## config.mk

```make
export PLATFORM = sky130hd
export DESIGN_NAME = tea_arbiter
export DESIGN_NICKNAME = d
export VERILOG_FILES = /design/src/rtl/tea_arbiter.sv
export SDC_FILE = /design/constraint.sdc
export NUM_CORES = 1
export LEC_CHECK = 0
export CORE_AREA = 2 2 428 430
export CTS_CLUSTER_DIAMETER = 80
export DETAILED_ROUTE_END_ITERATION = 8
export DIE_AREA = 0 0 430 432
export DONT_BUFFER_PORTS = 1
export HOLD_SLACK_MARGIN = 0.12
export PLACE_DENSITY = 0.3
export SYNTH_ARGS = -nofsm -noshare
export SYNTH_HDL_FRONTEND = slang
export SYNTH_SLANG_ARGS = --single-unit
```

## constraint.sdc

```tcl
create_clock -name i_clk -period 5.4 [get_ports i_clk]
set_clock_uncertainty 0.15 [all_clocks]
set_input_delay 1.08 -clock i_clk [delete_from_list [all_inputs] [get_ports i_clk]]
set_output_delay 1.08 -clock i_clk [all_outputs]
set_load 0.1 [all_outputs]
```

## src/rtl/tea_arbiter.sv

```systemverilog
// Round-robin arbiter that shares one TEA encryption core among NUM_CH requesters.
// One transaction is in flight at a time; a stalled core is abandoned after TIMEOUT cycles.
module tea_arbiter #(
  parameter int NUM_CH  = 4,
  parameter int TIMEOUT = 64
) (
  input  logic                      i_clk,
  input  logic                      i_rst,
  input  logic [NUM_CH-1:0]         i_req_valid,
  output logic [NUM_CH-1:0]         o_req_ready,
  input  logic [NUM_CH*64-1:0]      i_req_data,
  input  logic [NUM_CH*128-1:0]     i_key,
  output logic [NUM_CH-1:0]         o_rsp_valid,
  input  logic [NUM_CH-1:0]         i_rsp_ready,
  output logic [63:0]               o_rsp_data,
  output logic                      o_core_valid,
  input  logic                      i_core_ready,
  output logic [63:0]               o_core_data,
  output logic [127:0]              o_core_key,
  input  logic                      i_core_valid,
  output logic                      o_core_ready,
  input  logic [63:0]               i_core_data,
  output logic [$clog2(NUM_CH)-1:0] o_grant_id,
  output logic                      o_busy,
  output logic                      o_timeout
);

  localparam int GW = $clog2(NUM_CH);
  localparam int CW = $clog2(TIMEOUT);

  typedef enum logic [1:0] {
    IDLE,
    ISSUE,
    WAIT,
    RETURN
  } state_t;

  state_t          state;
  state_t          state_nxt;
  logic [GW-1:0]   last_grant;
  logic [GW-1:0]   grant;
  logic [GW-1:0]   sel;
  logic            any_req;
  logic [63:0]     data_q;
  logic [127:0]    key_q;
  logic [63:0]     rsp_q;
  logic [CW-1:0]   count;
  logic            accept;
  logic            result_hit;
  logic            timeout_hit;
  logic            rsp_done;

  // Descending scan so the candidate nearest after last_grant is written last and wins.
  always_comb begin
    int            idx;
    logic [GW-1:0] cand;
    sel     = last_grant;
    any_req = 1'b0;
    idx     = 0;
    cand    = '0;
    for (int i = NUM_CH; i >= 1; i--) begin
      idx = int'(last_grant) + i;
      if (idx >= NUM_CH) idx = idx - NUM_CH;
      cand = GW'(idx);
      if (i_req_valid[cand]) begin
        sel     = cand;
        any_req = 1'b1;
      end
    end
  end

  // The counter is compared one step early so the pulse lands in the cycle it reaches TIMEOUT-1.
  always_comb begin
    accept      = (state == IDLE) && any_req;
    result_hit  = (state == WAIT) && i_core_valid;
    timeout_hit = ((state == ISSUE) || (state == WAIT)) &&
                  (count == CW'(TIMEOUT - 2)) && !result_hit;
    rsp_done    = (state == RETURN) && i_rsp_ready[grant];
  end

  always_comb begin
    state_nxt = state;
    case (state)
      IDLE: begin
        if (accept) state_nxt = ISSUE;
      end
      ISSUE: begin
        if (timeout_hit)       state_nxt = IDLE;
        else if (i_core_ready) state_nxt = WAIT;
      end
      WAIT: begin
        if (result_hit)       state_nxt = RETURN;
        else if (timeout_hit) state_nxt = IDLE;
      end
      RETURN: begin
        if (rsp_done) state_nxt = IDLE;
      end
      default: state_nxt = IDLE;
    endcase
  end

  always_ff @(posedge i_clk) begin
    if (i_rst) state <= IDLE;
    else       state <= state_nxt;
  end

  always_ff @(posedge i_clk) begin
    if (i_rst) begin
      last_grant <= GW'(NUM_CH - 1);
      grant      <= '0;
      data_q     <= '0;
      key_q      <= '0;
      rsp_q      <= '0;
      count      <= '0;
    end else begin
      if (accept) begin
        grant  <= sel;
        data_q <= i_req_data[64*sel +: 64];
        key_q  <= i_key[128*sel +: 128];
        count  <= '0;
      end else if ((state == ISSUE) || (state == WAIT)) begin
        count <= count + CW'(1);
      end
      if (result_hit) rsp_q <= i_core_data;
      if (rsp_done || timeout_hit) last_grant <= grant;
    end
  end

  always_comb begin
    o_req_ready = '0;
    o_rsp_valid = '0;
    if (accept)           o_req_ready[sel]   = 1'b1;
    if (state == RETURN)  o_rsp_valid[grant] = 1'b1;
  end

  // In ISSUE the valid is withdrawn during the timeout cycle so the core never takes an orphaned job.
  assign o_core_valid = (state == ISSUE) && !timeout_hit;
  assign o_core_ready = (state == WAIT);
  assign o_core_data  = data_q;
  assign o_core_key   = key_q;
  assign o_rsp_data   = rsp_q;
  assign o_timeout    = timeout_hit;
  assign o_busy       = (state != IDLE);
  assign o_grant_id   = (state == IDLE) ? last_grant : grant;

endmodule

```

# --- After elaboration in Yosys (flattened, before gate mapping) ---
# Index checks and enable logic that the tools add are counted.
classes:
  n_addsub: 9
  shifts: 2
  eq_ne: 8
  n_mux: 36
  reduce_logical: 16
  order_cmp: 12
op_table:
  columns: ["cell", "count"]
  rows:
  - ["512-bit by 10-bit indexed part select with 128-bit output", 1]
  - ["256-bit by 9-bit indexed part select with 64-bit output", 1]
  - ["2-bit two-way mux", 15]
  - ["2-bit by 3-bit < comparator with 1-bit output, second input constant", 6]
  - ["1-bit two-way mux", 11]
  - ["1-bit binary-select mux with 2-bit select", 5]
  - ["3-bit >= comparator, second input constant", 3]
  - ["1-bit logical AND", 8]
  - ["4-bit two-way mux", 2]
  - ["2-bit case mux with 4 select lines", 1]
  - ["2-bit by 1-bit subtractor with 2-bit output, second input constant", 4]
  - ["2-bit by 2-bit adder with 3-bit output, second input constant", 2]
  - ["6-bit by 1-bit adder with 6-bit output, second input constant", 1]
  - ["6-bit == test, second input constant", 1]
  - ["2-bit by 3-bit adder with 4-bit output, second input constant", 1]
  - ["1-bit demux with 2-bit select", 2]
  - ["2-bit == test, second input constant", 2]
  - ["2-bit by 1-bit >= comparator with 1-bit output, second input constant", 2]
  - ["4-bit by 3-bit >= comparator with 1-bit output, second input constant", 1]
  - ["2-bit != test, second input constant", 2]
  - ["4-bit AND reduction", 1]
  - ["2-bit by 1-bit adder with 3-bit output, second input constant", 1]
  - ["3-bit by 1-bit != test with 1-bit output, second input constant", 1]
  - ["3-bit != test, second input constant", 1]
  - ["other kinds (6)", 8]
totals:
  word_cells: 90
  reg_bits: 268
  output_inout_bits: 270
  in_bits: 844

# --- Longest topological paths before layout ---
logic_depth:
  ltp_word: 14
  mapped_depth: 8
  ltp_nobuf: 7

# --- Worst setup path before layout ---
# Ideal clock, no wire load.
synth_path:
  kind: "register -> output"
  start: "register state[0]"
  end: "output port o_core_valid"
  required_time_ns: 4.170
  arrival_time_ns: 4.877
  setup_slack_ns: -0.707
  path_stages_with_launch: 6
  path_cell_list: "dfxtp_1 > inv_1 > ha_1 > and2_1 > nor3_1 > nor2_1"
synth_via:
  elab_chain_cells: 6
synth_lines:
  columns: ["element", "line", "source"]
  rows:
  - ["start, declared", "38", "state_t state;"]
  - ["start signal, assigned", "104", "else state <= state_nxt;"]
  - ["2-bit == test *", null, null]
  - ["named net o_core_ready", "21", "output logic o_core_ready,"]
  - ["1-bit logical OR / 1-bit logical AND (equally long branches)", "76, 75", null]
  - ["1-bit logical AND / 1-bit logical NOT (equally long branches)", "76, 77", null]
  - ["1-bit logical AND *", "77", "(count == CW'(TIMEOUT - 2)) && !result_hit;"]
  - ["named net o_timeout", "25", "output logic o_timeout"]
  - ["1-bit logical NOT *", "137", "assign o_core_valid = (state == ISSUE) && !timeout_hit;"]
  - ["1-bit logical AND *", "137", null]
  - ["end, declared", "16", "output logic o_core_valid,"]
# The timed path passes the listed nets; every way through them passes the cells marked *.

# --- Final worst setup path ---
layout_path:
  start: "register last_grant[0]"
  end: "output port o_req_ready[1]"
layout_via:
  elab_chain_cells: 14
layout_lines:
  columns: ["element", "line", "source"]
  rows:
  - ["start, declared", "40", "logic [GW-1:0] last_grant;"]
  - ["start signal, assigned", "109", "last_grant <= GW'(NUM_CH - 1);"]
  - ["start signal, assigned", "125", "if (rsp_done || timeout_hit) last_grant <= grant;"]
  - ["2-bit by 3-bit adder with 4-bit output", "62", "idx = int'(last_grant) + i;"]
  - ["4-bit by 3-bit >= comparator with 1-bit output / 2-bit by 1-bit subtractor with 2-bit output (equally long branches)", "63", "if (idx >= NUM_CH) idx = idx - NUM_CH;"]
  - ["2-bit two-way mux", "63", null]
  - ["1-bit binary-select mux with 2-bit select", "65", "if (i_req_valid[cand]) begin"]
  - ["1-bit two-way mux (implied by the code)", "65", null]
  - ["2-bit two-way mux (4 in series)", "65", null]
  - ["2-bit by 3-bit < comparator with 1-bit output (implied by the code) / 2-bit by 1-bit >= comparator with 1-bit output (equally long branches)", "132", "if (accept) o_req_ready[sel] = 1'b1;"]
  - ["1-bit logical AND (implied by the code)", "132", null]
  - ["1-bit two-way mux (implied by the code)", "132", null]
  - ["1-bit demux with 2-bit select", "132", null]
  - ["4-bit two-way mux *", "132", null]
  - ["end, declared", "10", "output logic [NUM_CH-1:0] o_req_ready,"]
# Every way passes the cells marked *; elsewhere a longest branch is shown, timed or not. The select of a mux whose other input is x is not followed.

==> impl_metrics.toml <==
[placed_design]
io_buffers = 0
gp_congestion = 1.065
dp_hpwl_mm = 97.77
place_inst = 4020

[floorplanning]
placeableCoreArea_um2 = 181700
die_width_um = 430
initial_core_util_pct = 8.088
ios = 1114
die-area_um2 = 185800
rows = 157
die_y_um = 432

[routing]
wl_mm = 121.5
via_per_inst = 3.694
routedWlPerCell_um = 29.52
num_vias = 15200
drcViolationCount = 0
first_pass_iters = 5
drtAntennaViolNets = 0
drtIter0Drc = 1330

[worst_setup_path]
reg2reg_depth = 9
max_stage_delay_ns = 0.63
worstPathArrival_ns = 3.25
crit_path_start_kind = "flip-flop"
timing.rr.start = "state[0]$_SDFFE_PP0P_"
cpMaxStageDelayCell = "a221oi_4"
ff2ff_setup_slack_ns = 2.00
path_class = "reg -> out"
cp.required_ns = 4.17
path_depth = 6
crit_family = "buffers and inverters"
end_kind = "primary output"
reg2reg_to = "o_core_data[7]$_SDFFE_PP0P_"
critPathBufInv = 2
worst-path-max-fanout = 122
crit_chain = "nand2b_1 -> o21ai_1 -> a221oi_4 -> buf_12 -> nor2_2 -> buf_4"

[clock_tree]
cts_tree = "built"
cts_hold_buf = 0
cts_sinks = 268
cts_inserted_buffers = 43
clk_pin_slew_ns = 0.06
h-tree-depth = 2
root_buffer = "clkbuf_16"
cts.path.max_buffers = 3
ctsResizeCount = 0
postCtsSetupBuffers = 0
clk_latency_ns = 0.64

[grt]
antenna_found_initial = 77
met1_usage_pct = 14.57
met2_usage_pct = 19.53
overflow = 0
grt_pass1_wl_mm = 150.4
grt_max_degree = 126
track_usage_pct = 12.24
grt_busiest_layer = "met2"
grt_use_met3_pct = 5.449
grt_pass1_vias = 14270

[min_path]
min_to = "o_rsp_data[26]$_SDFFE_PP0N_"
min_from = "o_rsp_data[26]$_SDFFE_PP0N_"
hold_depth = 2
worstHoldPathType = "reg -> reg"

[sta]
layout_worst_path_cycle_share_pct = 82.88
final-hold-violation-count = 0
rsz0062_at_grt = "no"
setup_viol = 0
fin_setup_tns_ns = 0
fin_crit_ns = 4.476
worstMarginPinSlew_ns = 1.242
finalMaxSlewViolations = 0
max_slew_margin_pct = 17.10
max_freq_ghz = 0.2234

[final_layout]
fin_nets = 2530
area_growth_pct = 33.15
final_cell_mix = "dfxtp_1, nand2_1, mux2i_1"
final_common_cell = "dfxtp_1"
drive_above_1_share_pct = 13.01
fin_cells = 4115

[synthesis]
syn_inst = 1712
synth.area.top_cells = "dfxtp_1, mux2i_1, a211oi_1, and3_1, nand2_1"
ys_seq_elements = 268
synth.top_cell.area_share_pct = 36.51
ys_seq_area_share_pct = 36.51
synth_area_leader_cell = "dfxtp_1"
synth_nets = 2562
syn_area_per_cell_um2 = 8.584
synth_cell_types = 39
syn-cell-area_um2 = 14700
yosysWarnings = 0

[outcome]
outcome = "complete, no violations"

[power]
vdd.ir_drop.worst_mv = 0.2034
powerDensity_nw_per_um2 = 515.4
finalPower_mw = 10.09
p_leak_nw = 7.103

[flow_run]
maxCapViolCount = 0
[flip-flops by register name, indices dropped and copies added (netlist names)]
| signal | cells |
|---|---|
| count | 6 |
| last_grant | 2 |
| o_core_key | 128 |
| state | 2 |
| o_rsp_data | 64 |
| grant | 2 |
| o_core_data | 64 |
[cells in the mapped netlist]
cell	number
mux4_2	1
or2_1	1
nor2b_1	1
o311a_1	1
ha_1	6
nand3_1	1
o21ai_1	1
nor4_1	1
mux2i_1	196
buf_1	17
nand4_1	3
and3_1	191
buf_2	17
xnor2_1	2
buf_4	10
nand2_1	238
and3b_1	1
a221o_1	1
a221oi_2	1
buf_6	7
nor2_1	18
xor2_1	3
o21ai_0	99
a221oi_1	97
inv_1	7
clkbuf_4	2
o211ai_1	1
and2_1	2
a311oi_1	1
a21oi_1	69
a211oi_1	192
nor3_1	1
mux2_2	2
o32ai_1	95
a21o_1	2
dfxtp_1	268
nand2b_1	5
nor3b_1	1
clkbuf_1	150
[kinds of logic (layout without fill, tap and decap cells)]
family | after synthesis | count (layout) | share of synthesized area, %
compound gates | 560 | 560 | 27.46
simple gates | 464 | 464 | 15.40
other cells | 0 | 16 | 0
buf+inv | 210 | 212 | 6.172
flops | 268 | 268 | 36.51
mux | 199 | 199 | 13.66
fa+ha+maj | 6 | 6 | 0.5108
xor+xnor | 5 | 5 | 0.2980
[worst max-delay path by stage]
stage / start / to / slack, ns
after floorplan: i_req_valid[3] / o_req_ready[0] / 0.60
after global placement: i_req_valid[3] / o_req_ready[1] / 1.01
after detailed placement: i_req_valid[3] / o_req_ready[1] / 1.05
after CTS: last_grant[0]$_SDFFE_PP1P_ / o_req_ready[1] / 0.84
after global routing: last_grant[0]$_SDFFE_PP1P_ / o_req_ready[3] / 0.78
final: last_grant[0]$_SDFFE_PP1P_ / o_req_ready[1] / 0.92
[worst register-to-register path: stages, from the launching register on]
cell	delay [ns]
dfxtp_1	0.34
inv_1	0.10
ha_1	0.28
inv_1	0.06
buf_4	0.25
nor2_4	0.35
buf_12	0.42
nand2_4	0.56
buf_4	0.51
o32ai_1	0.27
[routing by layer]
metal  routed length (um)  vias to the layer above
met5                  194                        -
met4                 4064                       30
met3                13500                      175
met2                56000                      937
met1                47720                     7521
li1                     -                     6539
[cell type report]
type,instances,area (um2)
repair buffers,126,1166
clock buffers,58,1192
clock inverters,21,246.5
fillers,20950,162100
diodes,16,40.04
well taps,2385,2984
inverters,7,33.78
multi-input cells,1234,8536
flip-flops and latches,268,5370
[power breakdown]
group	internal (mW)	switching [mW]	total (mW)
clock	1.71	1.23	2.94
sequential	2.32	2.07	4.39
combinational	0.676	2.08	2.76
[metrics by stage]
| stage | area [um2] | util, % | hold slack (ns) | worst slack (ns) |
|---|---|---|---|---|
| 6_report | 19570 | 10.77 | 0.3041 | 0.9245 |
| 3_5_place_dp | 18090 | 9.956 | 0.2943 | 1.047 |
| 4_1_cts | 19530 | 10.75 | 0.2732 | 0.8396 |
| 5_1_grt | 19550 | 10.76 | 0.3077 | 0.7751 |
| 3_3_place_gp | 18090 | 9.956 | 0.2977 | 1.012 |
| 2_1_floorplan | 14700 | - | 0.3342 | 0.6014 |
(Power assumes the default switching activity.)
